===== src/rtl/fifo_ctrl.sv =====
// Pointer and flag controller for a single-clock FIFO buffer: it arbitrates
// write/read requests and reports occupancy, thresholds, read-valid and sticky errors.
module fifo_ctrl #(
    parameter int DEPTH    = 7,
    parameter int AF_LEVEL = (1 << DEPTH) - 2,
    parameter int AE_LEVEL = 2
) (
    input  logic             clk_in,
    input  logic             reset,
    input  logic             flush,
    input  logic             wr_req,
    input  logic             rd_req,
    output logic             insert,
    output logic             remove,
    output logic [DEPTH:0]   wr_ptr,
    output logic [DEPTH:0]   rd_ptr,
    output logic [DEPTH:0]   count,
    output logic             full,
    output logic             empty,
    output logic             almost_full,
    output logic             almost_empty,
    output logic             data_valid,
    output logic             overflow,
    output logic             underflow
);

    localparam logic [DEPTH:0] AF_THR = (DEPTH + 1)'(AF_LEVEL);
    localparam logic [DEPTH:0] AE_THR = (DEPTH + 1)'(AE_LEVEL);

    logic [DEPTH:0] wr_ptr_q, wr_ptr_d;
    logic [DEPTH:0] rd_ptr_q, rd_ptr_d;
    logic           data_valid_q, data_valid_d;
    logic           overflow_q, overflow_d;
    logic           underflow_q, underflow_d;

    // Flags come only from registered pointers, so a request never feeds the
    // opposite strobe combinationally.
    assign count        = wr_ptr_q - rd_ptr_q;
    assign full         = (wr_ptr_q[DEPTH] != rd_ptr_q[DEPTH]) &&
                          (wr_ptr_q[DEPTH-1:0] == rd_ptr_q[DEPTH-1:0]);
    assign empty        = (wr_ptr_q == rd_ptr_q);
    assign almost_full  = (count >= AF_THR);
    assign almost_empty = (count <= AE_THR);

    assign insert = wr_req & ~full  & ~flush & ~reset;
    assign remove = rd_req & ~empty & ~flush & ~reset;

    always_comb begin
        // NOTE: every _d gets a default first so no path leaves it unassigned (no latch).
        wr_ptr_d     = wr_ptr_q;
        rd_ptr_d     = rd_ptr_q;
        data_valid_d = remove;
        overflow_d   = overflow_q  | (wr_req & full);
        underflow_d  = underflow_q | (rd_req & empty);
        if (insert) wr_ptr_d = wr_ptr_q + 1'b1;
        if (remove) rd_ptr_d = rd_ptr_q + 1'b1;
        if (flush) begin
            wr_ptr_d     = '0;
            rd_ptr_d     = '0;
            data_valid_d = 1'b0;
            overflow_d   = 1'b0;
            underflow_d  = 1'b0;
        end
    end

    // NOTE: state registers use non-blocking assignments so every flop samples pre-edge values.
    always_ff @(posedge clk_in or posedge reset) begin
        if (reset) begin
            wr_ptr_q     <= '0;
            rd_ptr_q     <= '0;
            data_valid_q <= 1'b0;
            overflow_q   <= 1'b0;
            underflow_q  <= 1'b0;
        end else begin
            wr_ptr_q     <= wr_ptr_d;
            rd_ptr_q     <= rd_ptr_d;
            data_valid_q <= data_valid_d;
            overflow_q   <= overflow_d;
            underflow_q  <= underflow_d;
        end
    end

    assign wr_ptr     = wr_ptr_q;
    assign rd_ptr     = rd_ptr_q;
    assign data_valid = data_valid_q;
    assign overflow   = overflow_q;
    assign underflow  = underflow_q;

endmodule


===== config.mk =====
export PLATFORM = sky130hd
export DESIGN_NAME = fifo_ctrl
export DESIGN_NICKNAME = d
export VERILOG_FILES = /design/src/rtl/fifo_ctrl.sv
export SDC_FILE = /design/constraint.sdc
export NUM_CORES = 1
export LEC_CHECK = 0
export ABC_AREA = 1
export BUFFER_PORTS_ARGS = -buffer_cell sky130_fd_sc_hd__buf_2
export CAP_MARGIN = 20
export CORE_MARGIN = 4
export CORE_UTILIZATION = 50
export CTS_CLUSTER_DIAMETER = 30
export CTS_CLUSTER_SIZE = 16
export DETAILED_ROUTE_END_ITERATION = 7
export PLACE_DENSITY = 0.76
export SETUP_SLACK_MARGIN = 0.3
export SLEW_MARGIN = 10
export SYNTH_ARGS = -nofsm -noshare
export SYNTH_HDL_FRONTEND = slang
export SYNTH_SLANG_ARGS = --single-unit

===== constraint.sdc =====
create_clock -name clk_in -period 4.4 [get_ports clk_in]
set_clock_uncertainty 0.1 [all_clocks]
set_input_delay 0.44 -clock clk_in [delete_from_list [all_inputs] [get_ports clk_in]]
set_output_delay 0.44 -clock clk_in [all_outputs]
set_load 0.1 [all_outputs]

Yosys cells after proc, flatten, opt, wreduce, memory -nomap -nowiden
Index checks and enable logic that the tools add are counted.

word-level totals
  register bits after elaboration = 19
  bits of input ports = 5
  output and inout bits = 33

operators by class
  $add $sub $neg = 3
  order comparisons = 2
  equality and inequality tests = 3
  muxes and demuxes = 7
  bitwise operators = 14
  reductions and logical operators = 3

operators with widths
  operator                                                         number
  2-to-1 mux 8 bit                                                 4
  adder 8 x 1 -> 8 bit (second input constant)                     2
  AND 1 bit                                                        8
  == test 8 bit                                                    1
  >= comparator 8 x 7 -> 1 bit (second input constant)             1
  less-or-equal comparator 8 x 2 -> 1 bit (second input constant)  1
  subtractor 8 bit                                                 1
  == test 7 bit                                                    1
  NOT 1 bit                                                        4
  nonzero test 2 bit                                               2
  2-to-1 mux 1 bit                                                 3
  OR 1 bit                                                         2
  logical AND 1 bit                                                1
  inequality test 1 bit                                            1

Depth between registers and ports, before layout
  word-level depth = 8
  depth in mapped cells = 13

Worst setup path after synthesis
No wires, ideal clock.

  path kind = flip-flop to output port
  start point = register wr_ptr_q[0] (netlist: wr_ptr[0])
  end point = output port almost_empty
  arrival = 4.101 ns
  data required time = 3.860 ns
  slack = -0.241 ns
  cell stages (with the launch flop) = 12
  cells stage by stage = dfrtp_1 inv_1 ha_1 inv_1 fa_1 inv_1 nor2_1 a21oi_1 nand3_1 nor2_1 nand3_1 nor2_1

on the way
  longest elaborated chain between the ends = 2

ends and longest elaborated chain
  what                                     RTL line  source
  from (decl)                              30        logic [DEPTH:0] wr_ptr_q, wr_ptr_d;
  from (signal assigned)                   75        wr_ptr_q <= wr_ptr_d;
  subtractor 8 bit                         38        assign count = wr_ptr_q - rd_ptr_q;
  via count[1]                             17        output logic [DEPTH:0] count,
  less-or-equal comparator 8 x 2 -> 1 bit  43        assign almost_empty = (count <= AE_THR);
  to (decl)                                21        output logic almost_empty,

The timed path passes the listed nets, and every way through them passes these cells.

Worst setup path in the final report
  start point = register wr_ptr_q[0] (netlist: wr_ptr[0])
  end point = output port almost_empty

on the way
  longest elaborated chain between the ends = 2

ends and longest elaborated chain
  what                                     RTL line
  subtractor 8 bit                         38
  less-or-equal comparator 8 x 2 -> 1 bit  43

Every way passes these cells.

==> impl_metrics.csv <==
group,metric,value,unit
worst_setup_path,cp-start-kind,"flip-flop",
clocking,cts_buffers,3,
worst_setup_path,required,3.86,ns
worst_setup_path,cp.arrival,2.57,ns
timing,max_clock_freq,0.322,GHz
logic_synthesis,synth_largest_area_cell,"dfrtp_1",
die,die_area,3970,um2
timing,worstMarginPinSlew,0.489,ns
worst_setup_path,endpoint_kind,"output pin",
logic_synthesis,syn_avg_cell_area,7.00,um2
timing,setup_viol_count_final,0,
clocking,h-tree-depth,1,
worst_hold_path,hold_class,"in -> async",
die,dieHeight,63.0,um
detailed_routing,antenna_left,0,
global_routing,track_usage,0.181,
die,initial_core_util,0.534,
pwr,power.total,0.989,mW
die,dieWidth,63.0,um
logic_synthesis,syn-cell-area,1510,um2
timing,period_needed,3.11,ns
clocking,clockBufferDepth,2,
pwr,p_leak,1.08,nW
worst_setup_path,r2r_slack,2.50,ns
logic_synthesis,synth-edff-count,0,
detailed_routing,vias,1462,
logic_synthesis,synth-async-reset-ratio,1.00,
die,row_count,19,
timing,finalMaxSlewViolations,0,
place,port_buffers,37,
timing,fin_crit_sh,0.706,
cells_and_area,drive_above_1_share,0.229,
worst_setup_path,crit_fanout,4,
place,place_ws,1.62,ns
global_routing,antenna_found_initial,0,
timing,hold_viol,0,
pwr,irDropWorstVdd,344,uV
pwr,power.density,556,nW/um2
clocking,root_buffer,"clkbuf_4",
cells_and_area,fin_area,1780,um2
cells_and_area,diodes,0,
detailed_routing,finalWirelength,3350,um
logic_synthesis,postSynthCellCount,216,
logic_synthesis,yosys_warnings,0,
global_routing,grt_first_pass_wirelength,5970,um
clocking,cts_repair_resize_count,0,
clocking,post-cts-setup-buffers,0,
timing,max_slew_margin,0.676,
logic_synthesis,syn_nets,232,
timing,grt_setup_unrepaired,"no",
global_routing,grt_max_degree,21,
place,dp_hpwl,2720,um
logic_synthesis,yosysMostFrequentCell,"nand2_1",
clocking,path_clk_slew,0.11,ns
place,gp_congestion,0.871,
logic_synthesis,yosysSeqAreaShare,0.315,
timing,timing.final.ws_setup,1.29,ns
logic_synthesis,yosys-top-cells-area,"dfrtp_1 31%, nand2_1 14%, nand3_1 9.3%, inv_1 9.2%, ha_1 8.3%",
logic_synthesis,yosysUniqueCellTypes,24,
job,cap_violations,0,
worst_setup_path,crit_type,"reg -> out",
detailed_routing,drc_errors,0,
logic_synthesis,yosysTopAreaCellShare,0.315,
detailed_routing,drtPass1Iterations,4,
outcome,outcome,"finished clean",
global_routing,overflow,0,
logic_synthesis,synth_ff_type,"dfrtp_1",
clocking,clk_latency,0.30,ns
cells_and_area,layout.nets,275,
cells_and_area,areaGrowthSynthToFinish,17.7,%
die,core_region_area,2830,um2
die,ios,38,
logic_synthesis,synth-seq-cells,19,
detailed_routing,vias_per_cell,5.06,
logic_synthesis,synth_common_cells,"57 x nand2_1, 37 x inv_1, 28 x nand3_1, 19 x dfrtp_1, 15 x nor2_1",
detailed_routing,drt_iter0_drc,78,
place,dpl-instance-area,1750,um2
clocking,cts_hold_buf,0,
clocking,cts_tree,"yes",
timing,fin_setup_tns,0,ns
detailed_routing,avgRoutedWirePerCell,11.6,um
clocking,clock_sink_count,19,
global_routing,grt_pass1_vias,1298,
where the power goes:
part / switching (mW) / internal [mW] / leakage, nW
sequential: 0.0122 / 0.184 / 0.261
combinational: 0.594 / 0.109 / 0.805
clock: 0.0568 / 0.0339 / 0.0177
sequential cells by signal, summed over array words and instances (netlist names):
signal	cells
rd_ptr	8
data_valid	1
wr_ptr	8
underflow	1
overflow	1
cells in the final DEF, fill, tap and decap left out, types with 2 or more instances in the layout:
master / Yosys / routed
a21oi_1: 10 / 10
buf_2: 0 / 37
clkbuf_4: 0 / 3
clkinv_2: 1 / 2
dfrtp_1: 19 / 18
ha_1: 10 / 10
inv_1: 37 / 37
nand2_1: 57 / 57
nand2_4: 4 / 4
nand3_1: 28 / 28
nand3_2: 3 / 3
nand4_1: 4 / 4
nor2_1: 15 / 14
nor2_4: 1 / 2
nor3_1: 3 / 3
o21ai_0: 3 / 3
o21ai_1: 3 / 3
o21ai_2: 3 / 3
o22ai_1: 3 / 3
xnor2_1: 2 / 2
xor2_1: 5 / 5
final cells by class:
cell class / count / area (um2)
Inverter: 40 / 154
Multi-Input combinational cell: 157 / 890
Fill cell: 275 / 1050
Sequential cell: 19 / 477
Clock inverter: 1 / 5.00
Timing Repair Buffer: 38 / 193
Tap cell: 31 / 38.8
Clock buffer: 3 / 22.5
stage by stage:
stage	util	instances	hold WS, ns
2_1_floorplan	-	216	0.300
3_3_place_gp	0.619	285	0.376
3_5_place_dp	0.619	285	0.380
4_1_cts	0.629	289	0.0464
5_1_grt	0.629	289	0.0713
6_report	0.629	289	0.0414
worst paths after layout:
path                                            start                    end  cells past startpoint
max in group asynchronous                       reset  rd_ptr[0]$_DFFE_PP0P_                      3
min in group clk_in                             flush     overflow$_DFF_PP0_                      2
worst min register to register     overflow$_DFF_PP0_     overflow$_DFF_PP0_                      2
worst max-delay path            wr_ptr[0]$_DFFE_PP0P_           almost_empty                     12
worst min-delay path                            reset   data_valid$_DFF_PP0_                      3
worst max register to register  rd_ptr[4]$_DFFE_PP0P_  rd_ptr[0]$_DFFE_PP0P_                      9
metal layers:
| metal | track usage | share of wire | up-vias |
|---|---|---|---|
| li1 | - | - | 780 |
| met2 | 0.283 | 0.45 | 37 |
| met1 | 0.263 | 0.51 | 641 |
| met4 | 0.0413 | 0.0060 | 0 |
| met3 | 0.0216 | 0.042 | 4 |
| met5 | 0 | 0 | - |
cells by family after synthesis:
logic type | after synthesis | synth area share
AND/OR/NAND/NOR | 116 | 0.359
AO/OA/AOI/OAI | 23 | 0.0878
adder cells (fa/ha/maj) | 11 | 0.0960
buffers and inverters | 40 | 0.102
XOR/XNOR | 7 | 0.0406
flip-flops | 19 | 0.315
worst max-delay path: stages, from the launching register on:
cell	delay, ns
dfrtp_1	0.43
inv_1	0.15
ha_1	0.16
inv_1	0.04
fa_1	0.38
nand2_1	0.12
nand2_1	0.09
nand3_1	0.10
nand3_1	0.08
nor2_1	0.09
nand3_1	0.11
nor2_4	0.09
buf_2	0.42
No activity file was read; power rests on OpenSTA's default activity.
